`config.mk`:
```
export PLATFORM = sky130hd
export DESIGN_NAME = next_pc_unit
export DESIGN_NICKNAME = d
export VERILOG_FILES = /design/src/rtl/next_pc_unit.sv
export SDC_FILE = /design/constraint.sdc
export NUM_CORES = 1
export LEC_CHECK = 0
export CAP_MARGIN = 20
export CORE_AREA = 2 2 100 102
export DETAILED_ROUTE_END_ITERATION = 7
export DIE_AREA = 0 0 102 104
export GPL_TIMING_DRIVEN = 0
export PLACE_DENSITY = 0.77
export SLEW_MARGIN = 20
export SYNTH_ARGS = -nofsm -noshare
export SYNTH_HDL_FRONTEND = slang
export SYNTH_SLANG_ARGS = --single-unit
```
`constraint.sdc`:
```
create_clock -name clk -period 1.7 [get_ports clk]
set_input_delay 0.255 -clock clk [delete_from_list [all_inputs] [get_ports clk]]
set_output_delay 0.255 -clock clk [all_outputs]
set_load 0.01 [all_outputs]
```
`src/rtl/next_pc_unit.sv`:
```
// ----------------------------------------------------------------------------
// next_pc_unit
//   Fetch-PC generator with an optional direct-mapped BTB and 2-bit
//   saturating direction counters. A mispredict resolved in EX redirects
//   fetch in the same cycle it is seen and overrides a fetch stall.
//
//   Build option: define NEXT_PC_PRED_EN to build the BTB/counter tables.
//   Without it the unit is a static not-taken predictor (pred_taken = 0,
//   pred_target = pc + 4); redirect and stall behaviour is identical.
//
// Parameters
//   XLEN        datapath / PC width
//   BTB_ENTRIES predictor depth, power of two, 2..256
//   RESET_PC    fetch address after reset
//
// Ports
//   clk            clock, all state updates on the rising edge
//   reset_n        asynchronous active-low reset
//   stall          hold the fetch PC (IF/ID hazard)
//   ex_valid       EX-stage instruction valid
//   ex_is_ctrl     EX instruction is a branch/JAL/JALR (trains the tables)
//   ex_pc          PC of the EX instruction
//   ex_taken       resolved direction
//   ex_target      resolved target
//   ex_pred_taken  prediction that travelled down the pipe with ex_pc
//   ex_pred_target predicted target that travelled with ex_pc
//   pc             current fetch PC (registered)
//   pred_taken     prediction for pc (combinational)
//   pred_target    predicted next PC for pc
//   flush          mispredict, squash IF/ID and ID/EX this cycle
// ----------------------------------------------------------------------------

`ifdef NEXT_PC_PRED_EN
// One BTB entry. It sees every EX update together with a select that says
// whether the update addresses this index, and decides hit/allocate locally.
module next_pc_btb_entry #(
   parameter int unsigned XLEN  = 32,
   parameter int unsigned TAG_W = 26
) (
   input  logic             clk,
   input  logic             reset_n,
   input  logic             upd_en,
   input  logic [TAG_W-1:0] upd_tag,
   input  logic             upd_taken,
   input  logic [XLEN-1:0]  upd_target,
   output logic             valid,
   output logic [TAG_W-1:0] tag,
   output logic [XLEN-1:0]  target,
   output logic [1:0]       ctr
);

   logic hit;
   assign hit = valid & (tag == upd_tag);

   always_ff @(posedge clk or negedge reset_n) begin
      if (!reset_n) begin
         valid  <= 1'b0;
         tag    <= '0;
         target <= '0;
         ctr    <= 2'b01;
      end else if (upd_en) begin
         if (hit) begin
            if (upd_taken) begin
               ctr    <= (ctr == 2'b11) ? 2'b11 : ctr + 2'd1;
               target <= upd_target;
            end else begin
               ctr    <= (ctr == 2'b00) ? 2'b00 : ctr - 2'd1;
            end
         end else if (upd_taken) begin
            // Miss on a taken branch: overwrite whatever lives here and
            // start weakly taken. Not-taken misses are not worth a slot.
            valid  <= 1'b1;
            tag    <= upd_tag;
            target <= upd_target;
            ctr    <= 2'b10;
         end
      end
   end

endmodule
`endif

module next_pc_unit #(
   parameter int unsigned      XLEN        = 32,
   parameter int unsigned      BTB_ENTRIES = 16,
   parameter logic [XLEN-1:0]  RESET_PC    = 32'h0000_0000
) (
   input  logic            clk,
   input  logic            reset_n,
   input  logic            stall,
   input  logic            ex_valid,
   input  logic            ex_is_ctrl,
   input  logic [XLEN-1:0] ex_pc,
   input  logic            ex_taken,
   input  logic [XLEN-1:0] ex_target,
   input  logic            ex_pred_taken,
   input  logic [XLEN-1:0] ex_pred_target,
   output logic [XLEN-1:0] pc,
   output logic            pred_taken,
   output logic [XLEN-1:0] pred_target,
   output logic            flush
);

   // EX-stage resolution bundled for readability
   typedef struct packed {
      logic            valid;
      logic            is_ctrl;
      logic [XLEN-1:0] pc;
      logic            taken;
      logic [XLEN-1:0] target;
      logic            pred_taken;
      logic [XLEN-1:0] pred_target;
   } ex_res_t;

   ex_res_t         ex;
   logic            mispredict;
   logic [XLEN-1:0] pc_plus4;
   logic [XLEN-1:0] ex_pc_plus4;
   logic [XLEN-1:0] pc_next;

   assign ex.valid       = ex_valid;
   assign ex.is_ctrl     = ex_is_ctrl;
   assign ex.pc          = ex_pc;
   assign ex.taken       = ex_taken;
   assign ex.target      = ex_target;
   assign ex.pred_taken  = ex_pred_taken;
   assign ex.pred_target = ex_pred_target;

   assign pc_plus4    = pc + XLEN'(4);
   assign ex_pc_plus4 = ex.pc + XLEN'(4);

   // Wrong direction, or right direction (taken) but wrong target. Evaluated
   // for non-control instructions too, so a false BTB hit gets squashed.
   assign mispredict = ex.valid &
                       ((ex.taken ^ ex.pred_taken) |
                        (ex.taken & (ex.target != ex.pred_target)));
   assign flush = mispredict;

   // ---------------------------------------------------------------------
   // Prediction
   // ---------------------------------------------------------------------
`ifdef NEXT_PC_PRED_EN
   localparam int unsigned IDX_W = $clog2(BTB_ENTRIES);
   localparam int unsigned TAG_W = XLEN - IDX_W - 2;

   logic [IDX_W-1:0] rd_idx;
   logic [TAG_W-1:0] rd_tag;
   logic [IDX_W-1:0] wr_idx;
   logic [TAG_W-1:0] wr_tag;
   logic             upd;
   logic             rd_hit;

   logic [BTB_ENTRIES-1:0]            e_valid;
   logic [BTB_ENTRIES-1:0][TAG_W-1:0] e_tag;
   logic [BTB_ENTRIES-1:0][XLEN-1:0]  e_target;
   logic [BTB_ENTRIES-1:0][1:0]       e_ctr;

   assign rd_idx = pc[IDX_W+1:2];
   assign rd_tag = pc[XLEN-1:IDX_W+2];
   assign wr_idx = ex.pc[IDX_W+1:2];
   assign wr_tag = ex.pc[XLEN-1:IDX_W+2];

   // Training ignores stall; only real control-flow instructions train.
   assign upd = ex.valid & ex.is_ctrl;

   for (genvar i = 0; i < BTB_ENTRIES; i++) begin : g_btb
      next_pc_btb_entry #(
         .XLEN  (XLEN),
         .TAG_W (TAG_W)
      ) u_entry (
         .clk        (clk),
         .reset_n    (reset_n),
         .upd_en     (upd && (wr_idx == IDX_W'(i))),
         .upd_tag    (wr_tag),
         .upd_taken  (ex.taken),
         .upd_target (ex.target),
         .valid      (e_valid[i]),
         .tag        (e_tag[i]),
         .target     (e_target[i]),
         .ctr        (e_ctr[i])
      );
   end

   // Read side uses the registered table contents, so an update to the
   // same index this cycle only becomes visible on the next one.
   assign rd_hit      = e_valid[rd_idx] & (e_tag[rd_idx] == rd_tag);
   assign pred_taken  = rd_hit & e_ctr[rd_idx][1];
   assign pred_target = pred_taken ? e_target[rd_idx] : pc_plus4;
`else
   // Static not-taken: EX control flag has no table to train.
   logic unused_is_ctrl;
   assign unused_is_ctrl = ex.is_ctrl;

   assign pred_taken  = 1'b0;
   assign pred_target = pc_plus4;
`endif

   // ---------------------------------------------------------------------
   // Next fetch PC: mispredict beats stall beats prediction
   // ---------------------------------------------------------------------
   always_comb begin
      pc_next = pred_target;
      if (mispredict)
         pc_next = ex.taken ? ex.target : ex_pc_plus4;
      else if (stall)
         pc_next = pc;
   end

   always_ff @(posedge clk or negedge reset_n) begin
      if (!reset_n) pc <= RESET_PC;
      else          pc <= pc_next;
   end

endmodule
```
==> results of run 1 <==
==> cell usage in the layout, fill, tap and decap left out, drive strengths merged, types with 12 or more instances in the layout <==
cell,instances
nand4,14
buf,122
xor2,57
dfrtp,32
nor4,16
nand2,30
nand3,24
clkdlybuf4s15,15
clkdlybuf4s50,57
xnor2,59
clkbuf,30
inv,12
mux2i,49
dlygate4sd2,23
nor2,29
nor3,19
==> metal layers <==
| layer | track usage, % | part of all wire, % | vias up |
|---|---|---|---|
| met1 | 30.9 | 39 | 1932 |
| li1 | - | - | 1849 |
| met4 | 7.71 | 2.4 | 0 |
| met3 | 2.42 | 4.7 | 35 |
| met5 | 0 | 0 | - |
| met2 | 48.0 | 54 | 180 |
==> worst max-delay path, cell delays in order (launching register included) <==
cell,delay [ps]
dfrtp_1,380
buf_6,120
ha_4,130
nand4_1,130
buf_4,190
nor3_4,160
buf_6,140
nand3_4,90
nor2_2,130
xor2_1,150
buf_2,150
==> cell families (layout without fill, tap and decap cells) <==
group	Yosys count	in the layout
and+or+nand+nor	150	150
xor gates and xnor gates	116	116
muxes	56	56
DFF	32	32
buffers and inverters	32	268
AOI/OAI and AO/OA	13	13
adders and majority gates	2	2
other	1	1
==> timing repair <==
action                                  CTS  global route
endpoints found under the setup margin   62            62
pin swaps                                57            37
resized for setup                       358            87
gates cloned                              4             0
setup buffers                            51            11
==> power by group <==
| part | internal (W) | total (W) | switching, W |
|---|---|---|---|
| clock network | 0.000330 | 0.000613 | 0.000283 |
| registers | 0.000928 | 0.00114 | 0.000211 |
| logic | 0.00131 | 0.00249 | 0.00119 |
| total | 0.00257 | 0.00425 | 0.00168 |
==> stage by stage <==
stage	setup TNS, ps	utilization (%)
6_report	-18290	68.5
5_1_grt	-22240	68.5
4_1_cts	-13740	66.5
3_5_place_dp	-46220	57.8
3_3_place_gp	-52770	57.9
2_1_floorplan	-2810	-
==> final cells by class <==
cell class                 instances  share of cell area [%]
multi-input combinational        338                    49.3
timing repair buffer             230                    31.0
sequential                        32                    12.6
tap                              133                    2.55
buffer                            18                    2.47
clock buffer                       8                    1.38
inverter                          12                   0.689
==> how the worst min path moves through the flow <==
| stage | cells after the start | slack [ps] | endpoint | start |
|---|---|---|---|---|
| after global routing | 1 | 90 | pc[3] | reset_n |
| after floorplan | 0 | -40 | pc[0] | reset_n |
| after CTS | 1 | 40 | pc[3] | reset_n |
| after global placement | 1 | 540 | pc[0] | pc[0] |
| final | 1 | 30 | pc[7] | reset_n |
| after detailed placement | 1 | 350 | pc[6] | reset_n |
==> run summary, run 1 <==
Worst EP required -> 1440 ps
Most numerous cell in the Yosys netlist -> xnor2_1
Post-synthesis mux area share -> 16.5%
Placed cell areas -> 5520 um2
Number of synthesized flops with an enable pin -> 0
Class of the worst hold path -> in -> async
GRT Util Overall -> 25.9%
Reg2reg start -> pc[3]
Async SR Flop Fraction -> 100%
Congestion Overflow GR -> 0
Distinct cells, synth -> 37
FF-to-FF setup slack -> -400 ps
H-tree Lvls -> 2
Setup violations, final -> 60
Ys flop type -> dfrtp_1
First-pass DRT Iterations -> 4
Layout fillers -> 703
Gpl congestion -> 0.844
CP Capture Type -> output pin
Dominant combinational cell family by area after synthesis -> XOR/XNOR gates
Placed insts -> 700
First-pass GRT wire length -> 21400 um
Critical Path AT -> 2070 ps
Worst-path fanout max -> 4
DRC -> 0
Clock root cell -> clkbuf_8
Crit. Startpoint -> pc[3]
Top reg by flops -> pc
WHS -> 31.0 ps
Clock insertion delay at the later pin of the skew report -> 290 ps
Post-route design area -> 6540 um2
Worst slack, placed -> -1300 ps
Slew at the pin with the worst max-slew slack -> 752 ps
Status -> finished with violations
Syn-to-layout area delta -> 86.6%
Total I/O pin count -> 169
Wire per inst -> 18.8 um
Max Cap Viol -> 0
Sequential cell area -> 821 um2
Row cnt -> 36
Slew Viols, Final -> 0
Synthesized area -> 3500 um2
Routed WL -> 14500 um
Total CTS buffers -> 5
RSZ-0062 raised after global routing -> true
Post-Synth XOR/XNOR Area -> 29.0%
Layout Skew -> 9.16 ps
WS Path Type -> reg -> out
Initial antenna violation count -> 0
CTS tree -> yes
Avg Inst Size Synth -> 8.71 um2
Final #Nets -> 742
HPWL after DPL -> 9890 um
Hold buffers post-CTS -> 0
Routed Antenna Nets -> 0
Total Power -> 0.00425 W
Sequential share of the synthesized area -> 22.9%
Detailed Route Iter0 Violations -> 149
Simple-Gate Fraction of Synth Area -> 24.4%
Post-route setup slack -> -628 ps
#FFs+latches synth -> 32
Antenna cells -> 0
Failing checks -> setup timing
Crit path time final -> 2330 ps
Largest net degree at the start of global routing -> 33
Power per cell area -> 649 nW/um2
Starting density of the core -> 36.7%
Clk slew on worst S/H paths -> 70 ps
Vias per cell -> 5.18
Layout Cells excl Fill -> 771
Tcrit/Tclk final -> 137%
Fmax -> 0.429 GHz
Synthesized net count -> 507
Share of cells above drive strength 1 -> 43.9%
Final hold vios -> 0
Core area -> 9550 um2
Area of the multi-input gates -> 3230 um2
Max rail drop VDD -> 306 uV
Max reg flops -> 32
Synth area leader -> dfrtp_1
Chip Width -> 102 um
Post-synth top area share -> 22.9%
Slew headroom -> 49.9%
Clock sinks -> 32
Reg-to-reg critical path endpoint -> pc[30]
Die height -> 104 um
Top cells by count, synth -> 59 x xnor2_1, 57 x xor2_1, 49 x mux2i_1, 32 x dfrtp_1, 30 x nand2_1
Biggest regs -> pc (32)
CP endpoint -> pred_target[28]
Max Root-Sink Buffers -> 2
Synth Area in Compound Gates -> 1.96%
Synth Area in Adders -> 0.714%
Port buffer count -> 165
Vias -> 3996
Syn Inst Count -> 402
Synth area leaders -> dfrtp_1 23%, xnor2_1 15%, xor2_1 14%, mux2i_1 14%, nand3_1 3.3%
R2R depth -> 10
Yosys synthesis warning count -> 0
Number of global-route vias before repair -> 4174
DIE AREA -> 10600 um2
Pleak -> 2.86 nW
Worst setup SP type -> register
No activity file was read; power rests on OpenSTA's default activity.
==> run 2, diff against run 1 <==
CTS_CLUSTER_SIZE = 24   (was not set)
==> results of run 2 <==
The final DEF is identical to that of run 1; final timing and power are the same.
==> run 3, diff against run 2 <==
CORE_AREA = 2 2 83 85   (was 2 2 100 102)
DIE_AREA = 0 0 85 87   (was 0 0 102 104)
DONT_BUFFER_PORTS = 1   (was not set)
PLACE_DENSITY = 0.72   (was 0.77)
SETUP_SLACK_MARGIN = 0.05   (was not set)
==> run summary, run 3 (synthesis results as in run 1) <==
First-pass GRT wire length -> 17600 um (-18%)
GRT Util Overall -> 30.8% (+4.9 points)
Vias per cell -> 6.21 (+20%)
Total CTS buffers -> 5 (unchanged)
Tcrit/Tclk final -> 135% (-2.4 points)
Clock sinks -> 32 (unchanged)
Worst-path fanout max -> 7 (+3)
Antenna cells -> 0 (unchanged)
Most frequent cells in the layout -> 48 x mux2i_1, 47 x xor2_1, 41 x xnor2_1
Met3 track demand over resource -> 6.64% (+4.2 points)
Slew at the pin with the worst max-slew slack -> 764 ps (+12.0 ps)
Min-Delay Path Depth -> 2
Congestion Overflow GR -> 0 (unchanged)
Row cnt -> 30 (-17%)
Pleak -> 1.96 nW (-31%)
Hold_sp -> ex_target[4]
First-pass DRT Iterations -> 5 (+1)
CTS tree -> yes
Final core utilization -> 76.2% (+7.7 points)
Routed Antenna Nets -> 0 (unchanged)
Critical Path AT -> 2030 ps (-40 ps)
Die height -> 87 um (-16%)
Share of cells above drive strength 1 -> 44.2% (+0.34 points)
Core area -> 6570 um2 (-31%)
Max Cap Viol -> 0 (unchanged)
Wire per inst -> 24.1 um (+28%)
Slew headroom -> 49.1% (-0.80 points)
Class of the worst hold path -> in -> reg
Layout Skew -> 2.53 ps (-6.63 ps)
Total I/O pin count -> 169 (unchanged)
Max rail drop VDD -> 581 uV (+90%)
Worst setup SP type -> register
Gpl congestion -> 0.858 (+1.7%)
DIE AREA -> 7400 um2 (-30%)
Worst EP required -> 1440 ps (about the same)
Setup violations, final -> 48 (-20%)
Max reg flops -> 32 (unchanged)
Clock root cell -> clkbuf_8
Clock insertion delay at the later pin of the skew report -> 290 ps (about the same)
Chip Width -> 85 um (-17%)
Failing checks -> setup timing
Max Root-Sink Buffers -> 2 (unchanged)
FF-to-FF setup slack -> -450 ps (-50 ps)
Detailed Route Iter0 Violations -> 233 (+56%)
Placed cell areas -> 3840 um2 (-31%)
Biggest regs -> pc (32)
Post-route setup slack -> -587 ps (+41.4 ps)
Slew Viols, Final -> 0 (unchanged)
RSZ-0062 raised after global routing -> true
Vias -> 3345 (-16%)
Number of global-route vias before repair -> 3346 (-20%)
Worst slack, placed -> -603 ps (+701 ps)
Fmax -> 0.437 GHz (+1.8%)
Clk slew on worst S/H paths -> 70 ps (about the same)
Largest net degree at the start of global routing -> 33 (unchanged)
Final hold vios -> 0 (unchanged)
WHS -> 186 ps (+155 ps)
Layer with the highest usage -> met2
Final #Nets -> 563 (-24%)
Reg2reg start -> pc[12]
Port buffer count -> 0 (-100%)
H-tree Lvls -> 2 (unchanged)
Starting density of the core -> 53.3% (+17 points)
Min-Delay Endpoint -> pc[4]
Post-route design area -> 5010 um2 (-23%)
GR Util met1 -> 37.7% (+6.8 points)
Status -> finished with violations
Crit path time final -> 2290 ps (-41.4 ps)
HPWL after DPL -> 8210 um (-17%)
Grt met2 use -> 55.0% (+7.0 points)
Routed WL -> 13000 um (-10%)
Top reg by flops -> pc
Commonest non-fill, non-tap cell in the layout -> mux2i_1
WS Path Type -> reg -> out
Initial antenna violation count -> 0 (unchanged)
DRC -> 0 (unchanged)
Layout fillers -> 430 (-39%)
CP Capture Type -> output pin
Reg-to-reg critical path endpoint -> pc[27]
R2R depth -> 10 (unchanged)
Crit. Startpoint -> pc[12]
Syn-to-layout area delta -> 42.9%
Total Power -> 0.00352 W (-17%)
Power per cell area -> 703 nW/um2 (+8.2%)
## run 3: worst max path at each step
stage / slack, ps / cells past startpoint / endpoint
after floorplan: -240 / 6 / pred_target[26]
after global placement: -610 / 6 / pred_target[28]
after detailed placement: -600 / 6 / pred_target[28]
after CTS: -440 / 7 / pred_target[28]
after global routing: -650 / 6 / pred_target[24]
final: -590 / 8 / pred_target[31]
## run 3: routing by layer
metal / up-vias / wire length (um)
met5: - / 0
met4: 0 / 231
met3: 21 / 959
met2: 202 / 7070
met1: 1635 / 4750
li1: 1487 / -
## run 3: stage by stage
step | TNS [ps] | std cells
3_3_place_gp | -16940 | 482
5_1_grt | -21950 | 539
4_1_cts | -13230 | 523
6_report | -17760 | 539
2_1_floorplan | -2880 | 402
3_5_place_dp | -16770 | 482
## run 3: final cells by class
type	count	area [um2]	area share (%)
Buffer	20	169	3.37
Clock buffer	6	72.6	1.45
Clock inverter	2	35.0	0.700
Inverter	12	45.0	0.900
Multi-Input combinational cell	338	3310	66.0
Sequential cell	32	826	16.5
Tap cell	80	100	2.00
Timing Repair Buffer	49	453	9.05
## run 3: worst max-delay path: stages (launching register included)
cell     delay, ps
dfrtp_1        450
buf_6          170
nand3_4        140
nor3_4         220
buf_4          160
buf_6          100
nand3_4         90
nor3_4         180
xor2_2         240
## run 3: what timing repair did
item,4_1_cts,5_1_grt
setup buffers,31,17
endpoints found under the hold margin,32,0
cloned,0,1
gates resized for setup,99,38
pin swaps,29,19
hold buffers,2,0
setup endpoints to repair,54,60
## run 3: where the power goes
part	internal (W)	switching, W
Sequential	0.000931	0.000439
Clock	0.000435	0.000298
Combinational	0.000677	0.000739
Total	0.00204	0.00148
